===== src/rtl/tcdm_bank_rr_arbiter.sv =====
// Round-robin arbiter sharing one TCDM bank port among NumIn masters, with a
// RespLat-deep winner-index pipeline that routes response valids back.

module tcdm_bank_rr_arbiter_checker #(
    parameter int NumIn   = 8,
    parameter int RespLat = 1
) (
    input logic             clk_i,
    input logic             rst_ni,
    input logic [NumIn-1:0] req_i,
    input logic [NumIn-1:0] gnt_o,
    input logic [NumIn-1:0] vld_o
);
    a_params: assert property (@(posedge clk_i) (RespLat > 0) && (NumIn > 0))
        else $fatal(1, "tcdm_bank_rr_arbiter: RespLat and NumIn must be positive");
    a_gnt_onehot: assert property (@(posedge clk_i) disable iff (!rst_ni) $onehot0(gnt_o));
    a_vld_onehot: assert property (@(posedge clk_i) disable iff (!rst_ni) $onehot0(vld_o));
    a_gnt_req: assert property (@(posedge clk_i) disable iff (!rst_ni)
        ((gnt_o & ~req_i) == {NumIn{1'b0}}));
endmodule

module tcdm_bank_rr_arbiter #(
    parameter int NumIn         = 8,
    parameter int ReqDataWidth  = 32,
    parameter int RespDataWidth = 32,
    parameter int RespLat       = 1,
    parameter int WriteRespOn   = 1
) (
    input  logic                                 clk_i,
    input  logic                                 rst_ni,
    input  logic [NumIn-1:0]                     req_i,
    input  logic [NumIn-1:0]                     wen_i,
    input  logic [NumIn-1:0][ReqDataWidth-1:0]   data_i,
    output logic [NumIn-1:0]                     gnt_o,
    output logic [NumIn-1:0]                     vld_o,
    output logic [RespDataWidth-1:0]             rdata_o,
    output logic                                 req_o,
    output logic                                 wen_o,
    output logic [ReqDataWidth-1:0]              data_o,
    input  logic                                 gnt_i,
    input  logic [RespDataWidth-1:0]             rdata_i
);
    localparam int IdxW = (NumIn > 1) ? $clog2(NumIn) : 1;

    logic [IdxW-1:0] rr_q;
    logic [IdxW-1:0] rr_nxt_s;
    logic [IdxW-1:0] winner_s;
    logic            found_s;
    logic            hs_s;
    logic            resp_v_s;
    logic            v_q   [RespLat];
    logic [IdxW-1:0] idx_q [RespLat];

    // Scan requests starting at the priority pointer, wrapping at NumIn.
    always_comb begin
        winner_s = rr_q;
        found_s  = 1'b0;
        for (int i = 0; i < NumIn; i++) begin
            int raw;
            int cand;
            raw  = int'(rr_q) + i;
            cand = (raw >= NumIn) ? (raw - NumIn) : raw;
            if (!found_s && req_i[cand]) begin
                found_s  = 1'b1;
                winner_s = IdxW'(cand);
            end else begin
                found_s  = found_s;
            end
        end
    end

    assign req_o    = |req_i;
    assign wen_o    = wen_i[winner_s];
    assign data_o   = data_i[winner_s];
    assign hs_s     = req_o & gnt_i;
    assign rdata_o  = rdata_i;
    assign resp_v_s = hs_s & (~wen_o | (WriteRespOn != 0));
    // Explicit wrap keeps the pointer inside 0..NumIn-1 for non-power-of-two NumIn.
    assign rr_nxt_s = (winner_s == IdxW'(NumIn - 1)) ? {IdxW{1'b0}} : (winner_s + IdxW'(1));

    // Grant decode: only the winner can see the bank grant.
    always_comb begin
        gnt_o           = {NumIn{1'b0}};
        gnt_o[winner_s] = hs_s;
    end

    // Priority pointer advances past the winner only on a handshake.
    always_ff @(posedge clk_i or negedge rst_ni) begin
        if (!rst_ni) begin
            rr_q <= {IdxW{1'b0}};
        end else if (hs_s) begin
            rr_q <= rr_nxt_s;
        end else begin
            rr_q <= rr_q;
        end
    end

    // Response pipeline: one entry per cycle, so ordering is implicit.
    always_ff @(posedge clk_i or negedge rst_ni) begin
        if (!rst_ni) begin
            for (int i = 0; i < RespLat; i++) begin
                v_q[i]   <= 1'b0;
                idx_q[i] <= {IdxW{1'b0}};
            end
        end else begin
            v_q[0]   <= resp_v_s;
            idx_q[0] <= winner_s;
            for (int i = 1; i < RespLat; i++) begin
                v_q[i]   <= v_q[i-1];
                idx_q[i] <= idx_q[i-1];
            end
        end
    end

    // Route the last stage's valid to the master that issued it.
    always_comb begin
        vld_o                       = {NumIn{1'b0}};
        vld_o[idx_q[RespLat-1]]     = v_q[RespLat-1];
    end

    tcdm_bank_rr_arbiter_checker #(
        .NumIn   (NumIn),
        .RespLat (RespLat)
    ) u_checker (
        .clk_i  (clk_i),
        .rst_ni (rst_ni),
        .req_i  (req_i),
        .gnt_o  (gnt_o),
        .vld_o  (vld_o)
    );
endmodule


===== config.mk =====
export PLATFORM = sky130hd
export DESIGN_NAME = tcdm_bank_rr_arbiter
export DESIGN_NICKNAME = d
export VERILOG_FILES = /design/src/rtl/tcdm_bank_rr_arbiter.sv
export SDC_FILE = /design/constraint.sdc
export NUM_CORES = 1
export LEC_CHECK = 0
export ABC_AREA = 1
export ABC_CLOCK_PERIOD_IN_PS = 3100
export BUFFER_PORTS_ARGS = -buffer_cell sky130_fd_sc_hd__buf_2
export CAP_MARGIN = 20
export CORE_AREA = 2 2 151 153
export DETAILED_ROUTE_END_ITERATION = 10
export DIE_AREA = 0 0 153 155
export SETUP_SLACK_MARGIN = 0.05
export SYNTH_ARGS = -nofsm -noshare
export SYNTH_HDL_FRONTEND = slang
export SYNTH_HIERARCHICAL = 1
export SYNTH_SLANG_ARGS = --single-unit

===== constraint.sdc =====
create_clock -name clk_i -period 3.1 [get_ports clk_i]
set_clock_uncertainty 0.1 [all_clocks]
set_input_delay 0.31 -clock clk_i [delete_from_list [all_inputs] [get_ports clk_i]]
set_output_delay 0.31 -clock clk_i [all_outputs]
set_load 0.01 [all_outputs]

==> results.yml, run 1 <==
run_status:
  outcome: "finished with violations"
  violations: "negative setup slack"
clocking:
  cts_buffers: 3
  cts_max_path_buffers: 2
  cts_root_buf: "clkbuf_16"
  cts_tree: "yes"
  cts_max_level: 1
  clk_pin_slew_ns: 0.04
  clock_latency_ns: 0.23
  cts.sinks: 7
floorplan:
  coreArea_um2: 22200
  rows: 55
  ios: 389
  die_x_um: 153
  die-area_um2: 23700
  initial_utilization_pct: 21.2
  die_h_um: 155
global_route:
  grt_start_max_net_pins: 57
  gr-total-overflow: 0
  grt_usage_pct: 20.0
  antenna_found_initial: 0
  grt_pass1_vias: 7429
  grt_pass1_wl_mm: 38.5
cells_and_area:
  finish.utilization_pct: 42.1
  final_common_cell: "nand2_1"
  multi_input_area_um2: 4650
  num_antenna_cells: 0
  fillers: 2356
  drive_gt1_share_pct: 46.0
  area_delta_synth_final_pct: 98.3
  register_area_um2: 175
  final_nets: 1691
  final_cell_mix: "nand2_1 (467), buf_2 (314), nand3_1 (234)"
route:
  routedWlPerCell_um: 18.9
  firstDrtPassIters: 5
  vias_per_cell: 5.11
  vias: 8515
  ant_nets: 0
  drt-total-wl_mm: 31.5
  drt_iter0_markers: 806
  route.detailed.drc: 0
sta:
  finalSetupViolCount: 41
  finalHoldViolations: 0
  worstMarginPinSlew_ns: 0.302
  slew_violations: 0
  fin_crit_sh_pct: 113
  slew_headroom_pct: 79.8
  setup_slack_ns: -0.410
  timing.fmax_ghz: 0.285
  rsz0062_at_grt: "true"
  min_period_ns: 3.51
critical_path:
  arrival_ns: 3.10
  path_max_fanout: 21
  critPathLaunchType: "register"
  setup.worst_path.class: "register to output pin"
  critPathCaptureType: "output pin"
  cp.required_ns: 2.69
placement:
  hpwl_mm: 18.5
  gp_congestion: 0.930
  io_buffer_count: 324
synthesis:
  synth_cells: 1015
  synth-simple-area-share_pct: 78.4
  synthAdderAreaFrac_pct: 0.530
  synth_compound_area_share_pct: 0.821
  yosysUniqueCellTypes: 31
  ys_warn_count: 6
  muxShareOfSynthArea_pct: 0
  yosys.area_share.xor_xnor_pct: 0.715
  synth_area_um2: 4720
  ys_seq_area_share_pct: 3.71
  ys_ff_latch: 7
  syn_area_per_cell_um2: 4.65
  synth_top_family_by_area: "simple AND/OR/NAND/NOR gates"
  syn_nets: 1324
worst_hold_path:
  hp-class: "input port to async pin"
job:
  cap_violations: 0
sequential cells by signal, indices dropped and copies added (netlist names):
name and flops:
rr_q 3, idx_q 3, v_q 1
worst max-delay path, stage by stage (launching register included):
cell and delay (ns):
dfrtp_1 0.42, inv_2 0.08, ha_4 0.35, nand3_4 0.10, nand2_1 0.11, nand2_1 0.05
nand2_1 0.09, nand3_1 0.10, nor2_2 0.13, buf_4 0.13, nand4_1 0.10, nand2_1 0.11
inv_1 0.04, nand2_1 0.09, nand2_4 0.07, nand2_4 0.11, buf_12 0.15, buf_16 0.17
nand2_1 0.09, nand2_1 0.07, nand2_1 0.06, nand2_1 0.08, buf_2 0.13
Yosys cell counts:
cell type / n / area share [%]
xor2_2: 1 / 0.34
xnor2_1: 1 / 0.19
inv_4: 1 / 0.13
clkinv_1: 1 / 0.079
a21oi_1: 2 / 0.21
nand4_1: 1 / 0.13
buf_4: 46 / 7.3
nand3_2: 1 / 0.21
inv_1: 15 / 1.2
nand3_1: 307 / 33
clkbuf_1: 17 / 1.4
nor4_1: 2 / 0.26
nand2_1: 513 / 41
nand4_2: 1 / 0.26
o21ai_1: 2 / 0.21
xor2_1: 1 / 0.19
nor2_4: 1 / 0.24
inv_2: 5 / 0.40
buf_1: 1 / 0.079
nand2_2: 11 / 1.5
o21ai_0: 1 / 0.11
a31oi_1: 1 / 0.13
buf_2: 45 / 4.8
buf_6: 2 / 0.48
o21bai_1: 1 / 0.16
dfrtp_1: 7 / 3.7
ha_1: 2 / 0.53
nand3_4: 1 / 0.37
nor2_2: 1 / 0.13
nand2_4: 1 / 0.24
nor2_1: 23 / 1.8
layer usage:
| layer | global-route usage (%) | up-vias | part of all wire (%) |
|---|---|---|---|
| met4 | 6.04 | 0 | 4.3 |
| met5 | 0 | - | 0 |
| met2 | 37.4 | 559 | 50 |
| li1 | - | 4007 | - |
| met3 | 1.95 | 105 | 7.9 |
| met1 | 24.3 | 3844 | 38 |
stage by stage:
stage	instances	area [um^2]	setup TNS, ns	setup WS (ns)	hold slack [ns]
after floorplan	1015	4740	0	0.135	-0.0856
after global placement	1594	7010	-0.692	-0.0783	0.0461
after detailed placement	1594	7010	-1.95	-0.101	0.0464
after CTS	1626	7850	-10.46	-0.293	0.358
after global routing	1666	9370	-21.02	-0.562	0.384
final	1666	9370	-14.61	-0.410	0.355
cells by family after synthesis:
group	count (synthesis)
simple gates	863
buf+inv	133
compound gates	7
flops	7
xor+xnor	3
fa+ha+maj	2
path summary, 6_finish.rpt:
check | startpoint | slack (ns) | cells after the start | end
max | rr_q[0]$_DFFE_PN0P_ | -0.41 | 22 | data_o[6]
min | rst_ni | 0.36 | 2 | idx_q[1]$_DFF_PN0_
max reg2reg | rr_q[0]$_DFFE_PN0P_ | 0.04 | 23 | rr_q[2]$_DFFE_PN0P_
min reg2reg | rr_q[2]$_DFFE_PN0P_ | 0.62 | 3 | rr_q[2]$_DFFE_PN0P_
max in group asynchronous | rst_ni | 2.39 | 2 | rr_q[2]$_DFFE_PN0P_
min in group clk_i | gnt_i | 0.44 | 4 | rr_q[2]$_DFFE_PN0P_
repair_timing:
item	in CTS	in global routing
gates cloned	13	31
resized for setup	56	168
buffers inserted	14	10
hold endpoints to repair	7	0
hold buffers	1	0
setup endpoints to repair	41	44
pin swaps	9	68
cell type report:
type | instances | area share, %
Clock buffer | 4 | 0.841
Sequential cell | 7 | 1.87
Timing Repair Buffer | 470 | 42.6
Inverter | 22 | 1.15
Tap cell | 285 | 3.81
Multi-Input combinational cell | 878 | 49.7
Power of run 1 is not shown: default switching activity piles up to over one toggle a cycle in this logic, so the estimate is an artifact.
==> inputs of run 2 (changes only) <==
SETUP_SLACK_MARGIN = 0.3   (was 0.05)
==> results.yml, run 2 (same netlist as run 1, synthesis figures left out) <==
placement:
  gp_congestion: 0.960
  place_ws_ns: -0.111
  hpwl_mm: 18.6
  io_buffer_count: 324
route:
  drt-total-wl_mm: 28.9
  vias_per_cell: 4.97
  firstDrtPassIters: 7
  routedWlPerCell_um: 17.8
  wl_met1_mm: 12.0
  route.detailed.drc: 0
  vias: 8099
  drt_iter0_markers: 748
  ant_nets: 0
  dr_wl_met2_mm: 14.4
  wl_met3_mm: 1.91
  highest_layer: "met4"
sta:
  slew_headroom_pct: 80.2
  min_period_ns: 3.41
  slew_violations: 0
  finalSetupViolCount: 41
  rsz0062_at_grt: "true"
  setup_tns_ns: -10.13
  fin_crit_sh_pct: 110
  timing.fmax_ghz: 0.293
  setup_slack_ns: -0.310
  finalHoldViolations: 0
  worstMarginPinSlew_ns: 0.297
floorplan:
  rows: 55
  coreArea_um2: 22200
  ios: 389
  die_h_um: 155
  initial_utilization_pct: 21.2
  die-area_um2: 23700
  die_x_um: 153
critical_path:
  path_max_fanout: 11
  critPathLaunchType: "register"
  crit_family: "simple AND/OR/NAND/NOR gates"
  crit_path_max_incr_delay_ns: 0.41
  critPathCaptureType: "output pin"
  r2r_slack_ns: 0.17
  worstPathCellList: "ha_2, xnor2_2, buf_4, nand3_2, nand2_4, nor2_4, nand4_4, nor2_4, nand3_4, buf_12, nand2_8, buf_12, clkbuf_16, nand3_1, nand2_1, nand2_1, nand2_1, nand2_1, nand2_2, buf_2"
  cpMostUsedCell: "nand2_1"
  cp_slowest_cell: "dfrtp_1"
  cp.required_ns: 2.69
  critical_path_buf_inv_count: 5
  arrival_ns: 3.00
  setup.worst_path.class: "register to output pin"
global_route:
  grt_pass1_vias: 7258
  grt_usage_pct: 19.6
  grt_start_max_net_pins: 73
  gr-total-overflow: 0
  grt_pass1_wl_mm: 37.9
  antenna_found_initial: 0
clocking:
  cts.sinks: 7
  cts_tree: "yes"
  cts_max_level: 1
  cts_root_buf: "clkbuf_16"
  clock_latency_ns: 0.23
  clk_pin_slew_ns: 0.04
  cts_max_path_buffers: 2
  cts_buffers: 3
run_status:
  violations: "negative setup slack"
  outcome: "finished with violations"
cells_and_area:
  register_area_um2: 176
  final_common_cell: "nand2_1"
  num_antenna_cells: 0
  final_nets: 1654
  drive_gt1_share_pct: 38.8
  final_cell_mix: "nand2_1 (484), buf_2 (324), nand3_1 (288)"
  reg_top3: "idx_q: 3 flops, rr_q: 3 flops, v_q: 1 flops"
  multi_input_area_um2: 4170
  fillers: 2466
  area_delta_synth_final_pct: 71.1
job:
  cap_violations: 0
worst_hold_path:
  hp-class: "input port to async pin"
-- run 2: cell types whose count changed in the layout (fill, tap and decap cells not counted), moves of 12 or more --
cell,change
nand2_2,-13
buf_6,-14
nand3_1,+54
nand3_2,-49
nand2_1,+17
buf_12,-12
-- run 2: cell type report --
type	count	area share [%]
sequential	7	2.18
clock buffer	4	0.975
multi-input combinational	875	51.6
inverter	22	1.42
tap	285	4.41
timing repair buffer	436	39.4
-- run 2: final timing paths --
path | start | to | cells past startpoint
setup / recovery | rr_q[0]$_DFFE_PN0P_ | data_o[18] | 20
setup reg to reg | rr_q[0]$_DFFE_PN0P_ | rr_q[2]$_DFFE_PN0P_ | 21
hold reg to reg | rr_q[1]$_DFFE_PN0P_ | rr_q[1]$_DFFE_PN0P_ | 3
hold / removal | rst_ni | idx_q[0]$_DFF_PN0_ | 2
max in group asynchronous | rst_ni | rr_q[2]$_DFFE_PN0P_ | 2
min in group clk_i | gnt_i | rr_q[0]$_DFFE_PN0P_ | 3
-- run 2: what timing repair did --
item	CTS	global route
gates resized for setup	55	42
cloned	6	18
endpoints found under the hold margin	7	0
hold buffers	1	0
buffers inserted	6	9
pin swaps	5	4
endpoints found under the setup margin	44	45
-- run 2: routing by layer --
metal,global-route usage (%),vias to the layer above
li1,-,3926
met1,25.1,3661
met2,35.9,458
met3,1.25,54
met4,4.59,0
met5,0,-
-- run 2: per-stage QoR --
| stage | hold WS, ns | util (%) | std cells | area [um^2] |
|---|---|---|---|---|
| global route | 0.383 | 36.4 | 1629 | 8080 |
| finish | 0.351 | 36.4 | 1629 | 8080 |
| global placement | 0.0534 | 30.9 | 1585 | 6880 |
| CTS | 0.351 | 33.3 | 1602 | 7410 |
| floorplan | -0.0856 | - | 1015 | 4850 |
| detailed placement | 0.0551 | 30.9 | 1585 | 6880 |
-- run 2: worst reg2reg max path, delay by kind of cell (launching register included) --
kind / cells / cell delay (ns)
adders and majority gates: 1 / 0.34
and+or+nand+nor: 15 / 1.33
DFF: 1 / 0.39
buffers and inverters: 5 / 0.64
Power of run 2 is left out for the same reason.
==> inputs of run 3 (changes only) <==
ABC_CLOCK_PERIOD_IN_PS = 2760   (was 3100)
clock period = 2.76 ns   (was 3.1 ns; I/O delays follow)
==> results.yml, run 3 (same netlist as run 1, synthesis figures left out) <==
cells_and_area:
  area_delta_synth_final_pct: 63.9
  layoutNonFillerInstCount: 1616
  num_antenna_cells: 0
  reg_top3: "idx_q: 3 flops, rr_q: 3 flops, v_q: 1 flops"
  final_cell_mix: "nand2_1 (487), buf_2 (323), nand3_1 (291)"
  drive_gt1_share_pct: 38.3
  stdcell_area_um2: 7740
  final_nets: 1641
  final_common_cell: "nand2_1"
  fillers: 2487
run_status:
  outcome: "finished with violations"
  violations: "negative setup slack"
critical_path:
  setup.worst_path.class: "register to output pin"
  cp.required_ns: 2.38
  r2r_slack_ns: -0.06
  r2r_cells: 18
  rr_endpoint: "rr_q[2]$_DFFE_PN0P_"
  arrival_ns: 2.96
  critPathLaunchType: "register"
  path_max_fanout: 6
  critPathCaptureType: "output pin"
  r2r_start: "rr_q[1]$_DFFE_PN0P_"
sta:
  finalSetupViolCount: 43
  finalHoldViolations: 0
  setup_slack_ns: -0.575
  slew_headroom_pct: 78.6
  timing.fmax_ghz: 0.300
  slew_violations: 0
  fin_crit_sh_pct: 121
  rsz0062_at_grt: "true"
  worstMarginPinSlew_ns: 0.321
  setup_tns_ns: -21.29
  min_period_ns: 3.34
worst_hold_path:
  hp-class: "input port to register"
  hold_depth: 3
  holdPathEnd: "rr_q[0]$_DFFE_PN0P_"
  hp-start: "gnt_i"
floorplan:
  coreArea_um2: 22200
  initial_utilization_pct: 21.2
  die_h_um: 155
  ios: 389
  die_x_um: 153
  rows: 55
  die-area_um2: 23700
global_route:
  gr-total-overflow: 0
  grt_usage_pct: 19.9
  grt_pass1_vias: 7298
  grt_pass1_wl_mm: 38.1
  antenna_found_initial: 0
  grt_start_max_net_pins: 58
placement:
  place_ws_ns: -0.368
  hpwl_mm: 19.1
  dpl-instance-area_um2: 6980
  gp_congestion: 0.908
  io_buffer_count: 324
  dp.cells: 1586
clocking:
  cts_max_path_buffers: 2
  cts.sinks: 7
  clk_pin_slew_ns: 0.04
  cts_buffers: 3
  cts_tree: "yes"
  cts_max_level: 1
  clock_latency_ns: 0.24
  cts_root_buf: "clkbuf_16"
job:
  cap_violations: 0
route:
  vias: 7864
  route.detailed.drc: 0
  drt_iter0_markers: 704
  ant_nets: 0
  drt-total-wl_mm: 25.6
  routedWlPerCell_um: 15.8
  firstDrtPassIters: 7
  vias_per_cell: 4.87
[run 3: how the worst max path moves through the flow]
stage / startpoint / end
finish: rr_q[1]$_DFFE_PN0P_ / data_o[12]
global route: rr_q[1]$_DFFE_PN0P_ / data_o[3]
CTS: rr_q[0]$_DFFE_PN0P_ / data_o[30]
detailed placement: rr_q[0]$_DFFE_PN0P_ / data_o[11]
global placement: rr_q[1]$_DFFE_PN0P_ / gnt_o[3]
floorplan: rr_q[0]$_DFFE_PN0P_ / data_o[10]
[run 3: per-layer routing]
metal | track usage [%] | share of wire (%) | wire length (um)
met4 | 6.48 | 3.2 | 808
met5 | 0 | 0 | 0
met3 | 2.65 | 7.7 | 1970
met1 | 24.6 | 40 | 10300
met2 | 35.7 | 49 | 12500
[run 3: final cells by class]
| type | count | area [um^2] | area share [%] |
|---|---|---|---|
| Tap cell | 285 | 357 | 4.60 |
| Inverter | 22 | 103 | 1.32 |
| Multi-Input combinational cell | 875 | 4150 | 53.6 |
| Timing Repair Buffer | 423 | 2880 | 37.2 |
| Sequential cell | 7 | 175 | 2.26 |
| Clock buffer | 4 | 78.8 | 1.02 |
[run 3: critical path, stage by stage, from the launching register on]
cell	delay (ns)
dfrtp_1	0.39
inv_2	0.07
ha_4	0.28
inv_6	0.10
nand3_4	0.08
nand2_1	0.09
nand2_1	0.07
nand2_2	0.09
nand3_2	0.09
nor2_4	0.13
nand3_2	0.11
nand2_2	0.09
buf_6	0.10
nand3_4	0.11
buf_6	0.15
buf_16	0.14
buf_4	0.14
nand3_1	0.06
nand2_1	0.06
nand2_1	0.05
nand2_1	0.05
nand2_1	0.05
nand2_1	0.07
buf_2	0.15
[run 3: metrics by stage]
stage	hold slack, ns	utilization, %
after global placement	0.0184	31.4
after CTS	0.300	33.9
after global routing	0.314	34.8
after floorplan	-0.120	-
final	0.297	34.8
after detailed placement	0.0212	31.4
[run 3: repair_timing]
action / in CTS / in global routing
gates resized for setup: 43 / 30
setup endpoints to repair: 46 / 47
buffers inserted: 13 / 3
hold buffers: 1 / 0
hold endpoints to repair: 7 / 0
cloned: 7 / 2
pin swaps: 4 / 19
Power of run 3 is left out for the same reason.
